<file path="config.mk">
export PLATFORM = sky130hd
export DESIGN_NAME = vc_fifo_reader
export DESIGN_NICKNAME = d
export VERILOG_FILES = /design/src/rtl/vc_fifo_reader.sv
export SDC_FILE = /design/constraint.sdc
export NUM_CORES = 1
export LEC_CHECK = 0
export BUFFER_PORTS_ARGS = -buffer_cell sky130_fd_sc_hd__buf_2
export CAP_MARGIN = 40
export CELL_PAD_IN_SITES_DETAIL_PLACEMENT = 0
export CELL_PAD_IN_SITES_GLOBAL_PLACEMENT = 1
export CORE_ASPECT_RATIO = 0.9
export CORE_MARGIN = 2
export CORE_UTILIZATION = 39
export CTS_CLUSTER_SIZE = 8
export DETAILED_ROUTE_END_ITERATION = 8
export PLACE_DENSITY = 0.88
export SETUP_SLACK_MARGIN = 0.2
export SYNTH_ARGS = -nofsm -noshare
export SYNTH_HDL_FRONTEND = slang
export SYNTH_SLANG_ARGS = --single-unit
</file>
<file path="constraint.sdc">
create_clock -name clk -period 4.6 [get_ports clk]
set_input_delay 0.46 -clock clk [delete_from_list [all_inputs] [get_ports clk]]
set_output_delay 0.46 -clock clk [all_outputs]
set_load 0.05 [all_outputs]
</file>
<file path="src/rtl/vc_fifo_reader.sv">
// vc_fifo_reader: pop-side consumer for the two virtual-channel FIFOs.
// Picks between vc0 and vc1 round-robin, checks the destination FIFO's
// almost-full flag for the head word, pops it and forwards it one cycle later
// to d0 or d1 as selected by the word's destination bit.
//
// Handshake summary:
//   source side : fifo_empty_vcX=0 means data_vcX is a valid head word;
//                 pop_vcX is the combinational accept, asserted in the same
//                 cycle, and the FIFO advances on the following rising edge.
//   destination : push_dY/data_dY are registered and present the word one
//                 cycle after its pop. pause_dY is an almost-full flag looked
//                 at only in the pop cycle; the destination keeps enough spare
//                 space to take a word that is already in flight.
module vc_fifo_reader #(
    parameter int DATA_SIZE  = 10,
    parameter int DEST_BIT   = 8,
    parameter int COUNT_SIZE = 5
) (
    input  logic                  clk,
    input  logic                  reset_L,
    input  logic                  init,
    input  logic                  fifo_empty_vc0,
    input  logic                  fifo_empty_vc1,
    input  logic [DATA_SIZE-1:0]  data_vc0,
    input  logic [DATA_SIZE-1:0]  data_vc1,
    input  logic                  pause_d0,
    input  logic                  pause_d1,
    output logic                  pop_vc0,
    output logic                  pop_vc1,
    output logic                  push_d0,
    output logic                  push_d1,
    output logic [DATA_SIZE-1:0]  data_d0,
    output logic [DATA_SIZE-1:0]  data_d1,
    output logic                  idle,
    output logic [COUNT_SIZE-1:0] pop_count_vc0,
    output logic [COUNT_SIZE-1:0] pop_count_vc1,
    output logic [1:0]            dbg_state
);

    typedef enum logic [1:0] {
        ST_INIT   = 2'd0,
        ST_IDLE   = 2'd1,
        ST_ACTIVE = 2'd2
    } state_t;

    state_t                r_state;
    state_t                w_state_next;
    logic                  r_last_grant;   // 1 = vc1 won last, so vc0 wins the next tie
    logic                  r_push_d0;
    logic                  r_push_d1;
    logic [DATA_SIZE-1:0]  r_data_d0;
    logic [DATA_SIZE-1:0]  r_data_d1;
    logic [COUNT_SIZE-1:0] r_count_vc0;
    logic [COUNT_SIZE-1:0] r_count_vc1;

    logic                  w_dest_vc0;
    logic                  w_dest_vc1;
    logic                  w_elig_vc0;
    logic                  w_elig_vc1;
    logic                  w_grant_vc0;
    logic                  w_grant_vc1;
    logic                  w_pop_any;
    logic                  w_sel_dest;
    logic [DATA_SIZE-1:0]  w_sel_word;

    // Eligibility: head present, its destination not paused, block running.
    always_comb begin
        w_dest_vc0 = data_vc0[DEST_BIT];
        w_dest_vc1 = data_vc1[DEST_BIT];
        w_elig_vc0 = !fifo_empty_vc0 && !(w_dest_vc0 ? pause_d1 : pause_d0)
                     && !init && (r_state != ST_INIT);
        w_elig_vc1 = !fifo_empty_vc1 && !(w_dest_vc1 ? pause_d1 : pause_d0)
                     && !init && (r_state != ST_INIT);
    end

    // Round-robin grant: a lone eligible channel wins, a tie goes to the channel that did not win last.
    always_comb begin
        w_grant_vc0 = 1'b0;
        w_grant_vc1 = 1'b0;
        if (w_elig_vc0 && w_elig_vc1) begin
            if (r_last_grant) w_grant_vc0 = 1'b1;
            else              w_grant_vc1 = 1'b1;
        end else begin
            w_grant_vc0 = w_elig_vc0;
            w_grant_vc1 = w_elig_vc1;
        end
        w_pop_any  = w_grant_vc0 | w_grant_vc1;
        w_sel_word = w_grant_vc1 ? data_vc1 : data_vc0;
        w_sel_dest = w_grant_vc1 ? w_dest_vc1 : w_dest_vc0;
    end

    // Next-state logic; init overrides everything and returns to INIT.
    always_comb begin
        w_state_next = r_state;
        if (init) begin
            w_state_next = ST_INIT;
        end else begin
            case (r_state)
                ST_INIT:   w_state_next = ST_IDLE;
                ST_IDLE:   if (w_pop_any) w_state_next = ST_ACTIVE;
                ST_ACTIVE: if (!w_pop_any && fifo_empty_vc0 && fifo_empty_vc1
                               && !r_push_d0 && !r_push_d1)
                               w_state_next = ST_IDLE;
                default:   w_state_next = ST_INIT;
            endcase
        end
    end

    // State register.
    always_ff @(posedge clk or negedge reset_L) begin
        if (!reset_L) r_state <= ST_INIT;
        else          r_state <= w_state_next;
    end

    // Datapath: register the popped word toward its destination and remember the winner.
    always_ff @(posedge clk or negedge reset_L) begin
        if (!reset_L) begin
            r_last_grant <= 1'b1;
            r_push_d0    <= 1'b0;
            r_push_d1    <= 1'b0;
            r_data_d0    <= '0;
            r_data_d1    <= '0;
        end else begin
            r_push_d0 <= w_pop_any && !w_sel_dest;
            r_push_d1 <= w_pop_any &&  w_sel_dest;
            if (w_pop_any && !w_sel_dest) r_data_d0 <= w_sel_word;
            if (w_pop_any &&  w_sel_dest) r_data_d1 <= w_sel_word;
            if (w_pop_any)                r_last_grant <= w_grant_vc1;
        end
    end

    // Per-channel pop counters, held at zero in INIT and wrapping naturally.
    always_ff @(posedge clk or negedge reset_L) begin
        if (!reset_L) begin
            r_count_vc0 <= '0;
            r_count_vc1 <= '0;
        end else if (r_state == ST_INIT) begin
            r_count_vc0 <= '0;
            r_count_vc1 <= '0;
        end else begin
            if (w_grant_vc0) r_count_vc0 <= r_count_vc0 + COUNT_SIZE'(1);
            if (w_grant_vc1) r_count_vc1 <= r_count_vc1 + COUNT_SIZE'(1);
        end
    end

    assign pop_vc0       = w_grant_vc0;
    assign pop_vc1       = w_grant_vc1;
    assign push_d0       = r_push_d0;
    assign push_d1       = r_push_d1;
    assign data_d0       = r_data_d0;
    assign data_d1       = r_data_d1;
    assign idle          = (r_state == ST_IDLE);
    assign pop_count_vc0 = r_count_vc0;
    assign pop_count_vc1 = r_count_vc1;
    assign dbg_state     = r_state;

endmodule

</file>
==> results.json, run 1 <==
{
  "status": "finished, final reports clean",
  "antenna_found_initial": 0,
  "clkSlewWorstSetupHoldPaths_ns": 0.07,
  "post_cts_buffers": 0,
  "instances_no_fill": 301,
  "yosys-top-cells-count": "inv_1 (40), dfrtp_1 (34), nor2_1 (12)",
  "hold_viol_final": 0,
  "drive_above_1_share_pct": 37.2,
  "synth_area_mm2": 0.00174,
  "final_util_pct": 50.2,
  "end_kind": "output pin",
  "drv_slew": 0,
  "tns_ns": 0,
  "track_usage_pct": 17.2,
  "via_count": 1465,
  "syn_nets": 201,
  "place_ws_ns": 2.15,
  "fin_ws_ns": 2.14,
  "power_uw": 960,
  "grt_pass1_wl_um": 6640,
  "p_leak_nw": 1.20,
  "worstMarginPinSlew_ns": 0.821,
  "drt_pass1_iterations": 4,
  "initial_core_util_pct": 39.8,
  "crit_fanout": 11,
  "design_area_mm2": 0.00220,
  "synth_cell_types": 38,
  "fin_crit_sh_pct": 53.6,
  "root_buffer": "clkbuf_8",
  "fmaxAchievable_ghz": 0.406,
  "clockBufferDepth": 2,
  "hold_path.class": "in2async",
  "rows": 23,
  "cts_num_sinks": 35,
  "yosysTopAreaCellShare_pct": 48.8,
  "post_dp_cell_area_mm2": 0.00211,
  "yosys_warnings": 0,
  "yosysMostFrequentCell": "inv_1",
  "yosysSeqAreaShare_pct": 50.3,
  "max_slew_margin_pct": 45.1,
  "overflow": 0,
  "min_period_ns": 2.46,
  "drt-total-wl_um": 4040,
  "drv_cap": 0,
  "dp.final_hpwl_um": 3000,
  "htree_levels": 2,
  "dieArea_mm2": 0.00502,
  "die_x_um": 74.5,
  "viasPerCell": 4.87,
  "cp.arrival_ns": 2.00,
  "syn_inst": 172,
  "die_h_um": 67.4,
  "synth.area.top_cells": "dfrtp_1 (49%), inv_1 (8.6%), a222oi_1 (5.2%)",
  "crit_path_start_kind": "flop",
  "path_class": "reg2out",
  "cts_tree": "yes",
  "diodes": 0,
  "drt_iter0_markers": 114,
  "drtAntennaViolNets": 0,
  "fin_skew_ns": 0.00679,
  "synth_seq_cells": 35,
  "route.detailed.wl_per_inst_um": 13.4,
  "insertion_delay_ns": 0.28,
  "grt_pass1_vias": 1461,
  "synthFlopType": "dfrtp_1",
  "synth.avg_cell_area_um2": 10.1,
  "async_flop_share_pct": 100,
  "rsz0062_at_grt": "false",
  "synth-edff-count": 0,
  "post_cts_resized": 0,
  "synth_area_leader_cell": "dfrtp_1",
  "cp.required_ns": 4.14,
  "place_congestion": 0.815,
  "fp.coreArea_mm2": 0.00437,
  "drc": 0,
  "ioPinCount": 64,
  "nNetsFinal": 267,
  "setup_viol": 0,
  "worst_hold_slack_ns": 0.245,
  "grt_max_degree": 36,
  "dp.cells": 293,
  "port-buffer-count": 63,
  "irDropWorstVdd_v": 0.000147,
  "cts_made_buffers": 5,
  "pwr_density_cell_mw_per_mm2": 437,
  "syn_to_final_growth_pct": 26.1,
  "postCtsHoldBufs": 0
}
==> power breakdown <==
group / leakage [nW] / switching [mW] / internal (mW) / total, mW
Combinational: 0.736 / 0.263 / 0.0862 / 0.349
Clock: 0.0412 / 0.109 / 0.106 / 0.215
Sequential: 0.420 / 0.0332 / 0.363 / 0.396
Total: 1.20 / 0.405 / 0.555 / 0.960
==> critical path, stage by stage, from the launching register on <==
cell	delay, ns
dfrtp_1	0.48
nor2_1	0.24
nor4_4	0.44
nand2_1	0.21
inv_1	0.09
buf_2	0.26
==> final cells by class <==
class / count / area, um^2
fillers: 439 / 2180
flip-flops and latches: 35 / 877
multi-input cells: 91 / 677
repair buffers: 65 / 330
inverters: 40 / 150
well taps: 62 / 77.6
clock buffers: 6 / 72.6
clock inverters: 2 / 12.5
==> logic make-up after synthesis <==
kind of cell               count (synthesis)  share of synthesized area [%]
AOI/OAI and AO/OA                         39                           17.6
xor gates and xnor gates                   5                           2.51
adders and majority gates                  2                           1.44
buffers and inverters                     46                           10.8
DFF                                       35                           50.3
muxes                                      4                           2.44
and+or+nand+nor                           41                           14.9
==> flip-flops by register name, indices dropped and copies added, names as in the netlist <==
| signal | cells |
|---|---|
| push_d1 | 1 |
| push_d0 | 1 |
| pop_count_vc1 | 5 |
| dbg_state | 2 |
| pop_count_vc0 | 5 |
| r_last_grant | 1 |
| data_d0 | 10 |
| data_d1 | 10 |
==> cells in the final DEF (no fill, tap or decap), drive strengths merged, types with 2 or more instances in the layout <==
master and n:
buf 65, inv 40, dfrtp 34, a21oi 13, nor2 12, a222oi 9
o22ai 9, nand3 6, clkbuf 6, nand2 4, o21ai 4, xor2 3
and2 3, nor4 3, mux2 2, nor2b 2, or3 2, xnor2 2
mux2i 2, ha 2
==> path summary, 6_finish.rpt <==
check                        startpoint  cells after the start               end  slack (ns)
setup / recovery           dbg_state[0]                      5           pop_vc1        2.14
hold / removal                  reset_L                      1  pop_count_vc1[4]        0.25
setup reg to reg           dbg_state[0]                      5        data_d1[8]        2.27
hold reg to reg              data_d1[8]                      1        data_d1[8]        0.47
max in group asynchronous       reset_L                      1           push_d0        3.87
min in group clk                   init                      2      dbg_state[0]        0.44
==> metal layers <==
layer	part of all wire (%)	track usage, %	wire [um]	vias up
met1	45	23.2	1820	709
met2	50	28.3	2020	35
met3	3.9	2.69	159	4
met4	0.94	6.03	38	0
li1	-	-	-	717
met5	0	0	0	-
(Power assumes the default switching activity.)
==> inputs of run 2 (changes only) <==
--- a/config.mk
+++ b/config.mk
@@ -11,10 +11,10 @@
 export CELL_PAD_IN_SITES_GLOBAL_PLACEMENT = 1
 export CORE_ASPECT_RATIO = 0.9
 export CORE_MARGIN = 2
-export CORE_UTILIZATION = 39
+export CORE_UTILIZATION = 36
 export CTS_CLUSTER_SIZE = 8
 export DETAILED_ROUTE_END_ITERATION = 8
-export PLACE_DENSITY = 0.88
+export PLACE_DENSITY = 0.82
 export SETUP_SLACK_MARGIN = 0.2
 export SYNTH_ARGS = -nofsm -noshare
 export SYNTH_HDL_FRONTEND = slang
==> constraint.sdc (replaced) <==
create_clock -name clk -period 2.5 [get_ports clk]
set_input_delay 0.25 -clock clk [delete_from_list [all_inputs] [get_ports clk]]
set_output_delay 0.25 -clock clk [all_outputs]
set_load 0.05 [all_outputs]
==> results.json, run 2 (same netlist as run 1, synthesis figures left out) <==
{
  "clockBufferDepth": 2,
  "crit_path_start_kind": "flop",
  "drv_cap": 0,
  "die_x_um": 77.3,
  "setup_viol": 0,
  "crit_start": "dbg_state[0]",
  "critical-path-top-delay-family": "simple AND/OR/NAND/NOR gates",
  "layout_common_cells": "buf_2 (63), inv_1 (40), dfrtp_1 (34), nor2_1 (12)",
  "drt_iter0_markers": 131,
  "max_slew_margin_pct": 41.7,
  "cp_num_buf_inv": 2,
  "fin_skew_ns": 0.00663,
  "fp.coreArea_mm2": 0.00474,
  "end_kind": "output pin",
  "drtAntennaViolNets": 0,
  "switching_share_pct": 40.3,
  "cp.arrival_ns": 1.87,
  "cts_tree": "yes",
  "place_ws_ns": 0.274,
  "place_congestion": 0.784,
  "antenna_found_initial": 0,
  "drt-total-wl_um": 4300,
  "p_switching_uw": 761,
  "rsz0062_at_grt": "false",
  "dp.final_hpwl_um": 3140,
  "fmaxAchievable_ghz": 0.471,
  "final_common_cell": "buf_2",
  "grt_pass1_wl_um": 7420,
  "die_h_um": 70.0,
  "tns_ns": 0,
  "drv_slew": 0,
  "nNetsFinal": 269,
  "power_frac_seq_pct": 38.8,
  "insertion_delay_ns": 0.28,
  "via_count": 1489,
  "instances_no_fill": 306,
  "fin_crit_sh_pct": 85.0,
  "viasPerCell": 4.87,
  "cts_num_sinks": 35,
  "pwr_density_cell_mw_per_mm2": 834,
  "root_buffer": "clkbuf_8",
  "irDropWorstVdd_v": 0.000415,
  "drc": 0,
  "syn_to_final_growth_pct": 29.8,
  "worstMarginPinSlew_ns": 0.868,
  "p_clk_share_pct": 27.0,
  "min_period_ns": 2.12,
  "drt_pass1_iterations": 4,
  "fin_ws_ns": 0.376,
  "hold_viol_final": 0,
  "cp_slowest_cell": "dfrtp_1",
  "path_class": "reg2out",
  "diodes": 0,
  "track_usage_pct": 17.1,
  "power_mw": 1.89,
  "p_int_mw": 1.13,
  "rows": 24,
  "dp.cells": 298,
  "crit_fanout": 8,
  "initial_core_util_pct": 36.7,
  "route.detailed.wl_per_inst_um": 14.0,
  "p_leak_nw": 1.23,
  "grt_max_degree": 36,
  "r2r-start": "dbg_state[1]",
  "comb_power_share_pct": 34.3,
  "drive_above_1_share_pct": 39.0,
  "cp.required_ns": 2.25,
  "status": "finished, final reports clean",
  "cts_made_buffers": 5,
  "hold_path.class": "in2async",
  "cpPeakStageDelay_ns": 0.47,
  "ioPinCount": 64,
  "port-buffer-count": 63,
  "overflow": 0,
  "htree_levels": 2,
  "dieArea_mm2": 0.00541,
  "post_cts_buffers": 0,
  "grt_pass1_vias": 1571,
  "cp_cell_sequence": "nor2_1 -> nor4_4 -> nand2_1 -> inv_1 -> buf_2",
  "nFillCells": 498,
  "clkSlewWorstSetupHoldPaths_ns": 0.07
}
run 2: cell types whose count changed in the layout (fill, tap and decap cells not counted), sizes merged:
cell / delta
clkinvlp: -1
clkinv: +1
bufinv: +1
clkbuf: -1
buf: +2
run 2: cell type report:
type,instances,area [um^2],share of cell area [%]
clock buffer,5,68.8,3.04
clock inverter,3,43.8,1.94
inverter,40,150,6.64
multi-input combinational,91,696,30.8
sequential,35,877,38.8
tap,65,81.3,3.60
timing repair buffer,67,345,15.3
run 2: what timing repair did:
| item | CTS | global route |
|---|---|---|
| setup endpoints to repair | 0 | 10 |
| hold buffers | 0 | 0 |
| gates resized for setup | 0 | 1 |
run 2: worst paths after layout:
path	endpoint	slack, ns	cells past startpoint
worst max-delay path	pop_vc1	0.38	5
worst min-delay path	pop_count_vc1[4]	0.04	1
worst max register to register	data_d1[3]	0.41	7
worst min register to register	data_d1[8]	0.47	1
max in group asynchronous	data_d0[6]	1.97	1
min in group clk	data_d0[1]	0.23	3
run 2: layer usage:
metal	global-route usage, %	up-vias	part of all wire [%]
met2	26.2	49	45
met4	5.16	0	1.1
met1	24.5	717	48
met3	3.62	4	5.7
li1	-	719	-
met5	0	-	0
run 2: power by group through the flow:
stage	Clock, mW	Combinational, mW	Sequential (mW)
floorplan	0	0.157	1.06
finish	0.509	0.646	0.732
global placement	0	0.646	0.741
detailed placement	0	0.650	0.743
CTS	0.519	0.651	0.734
global route	0.547	0.690	0.747
run 2: stage by stage:
stage	hold WS (ns)	utilization (%)	area [um^2]
final	0.0385	47.7	2260
after global routing	0.104	47.7	2260
after CTS	0.0701	47.5	2260
after detailed placement	0.382	45.2	2140
after global placement	0.378	45.2	2140
after floorplan	-0.0456	-	1750
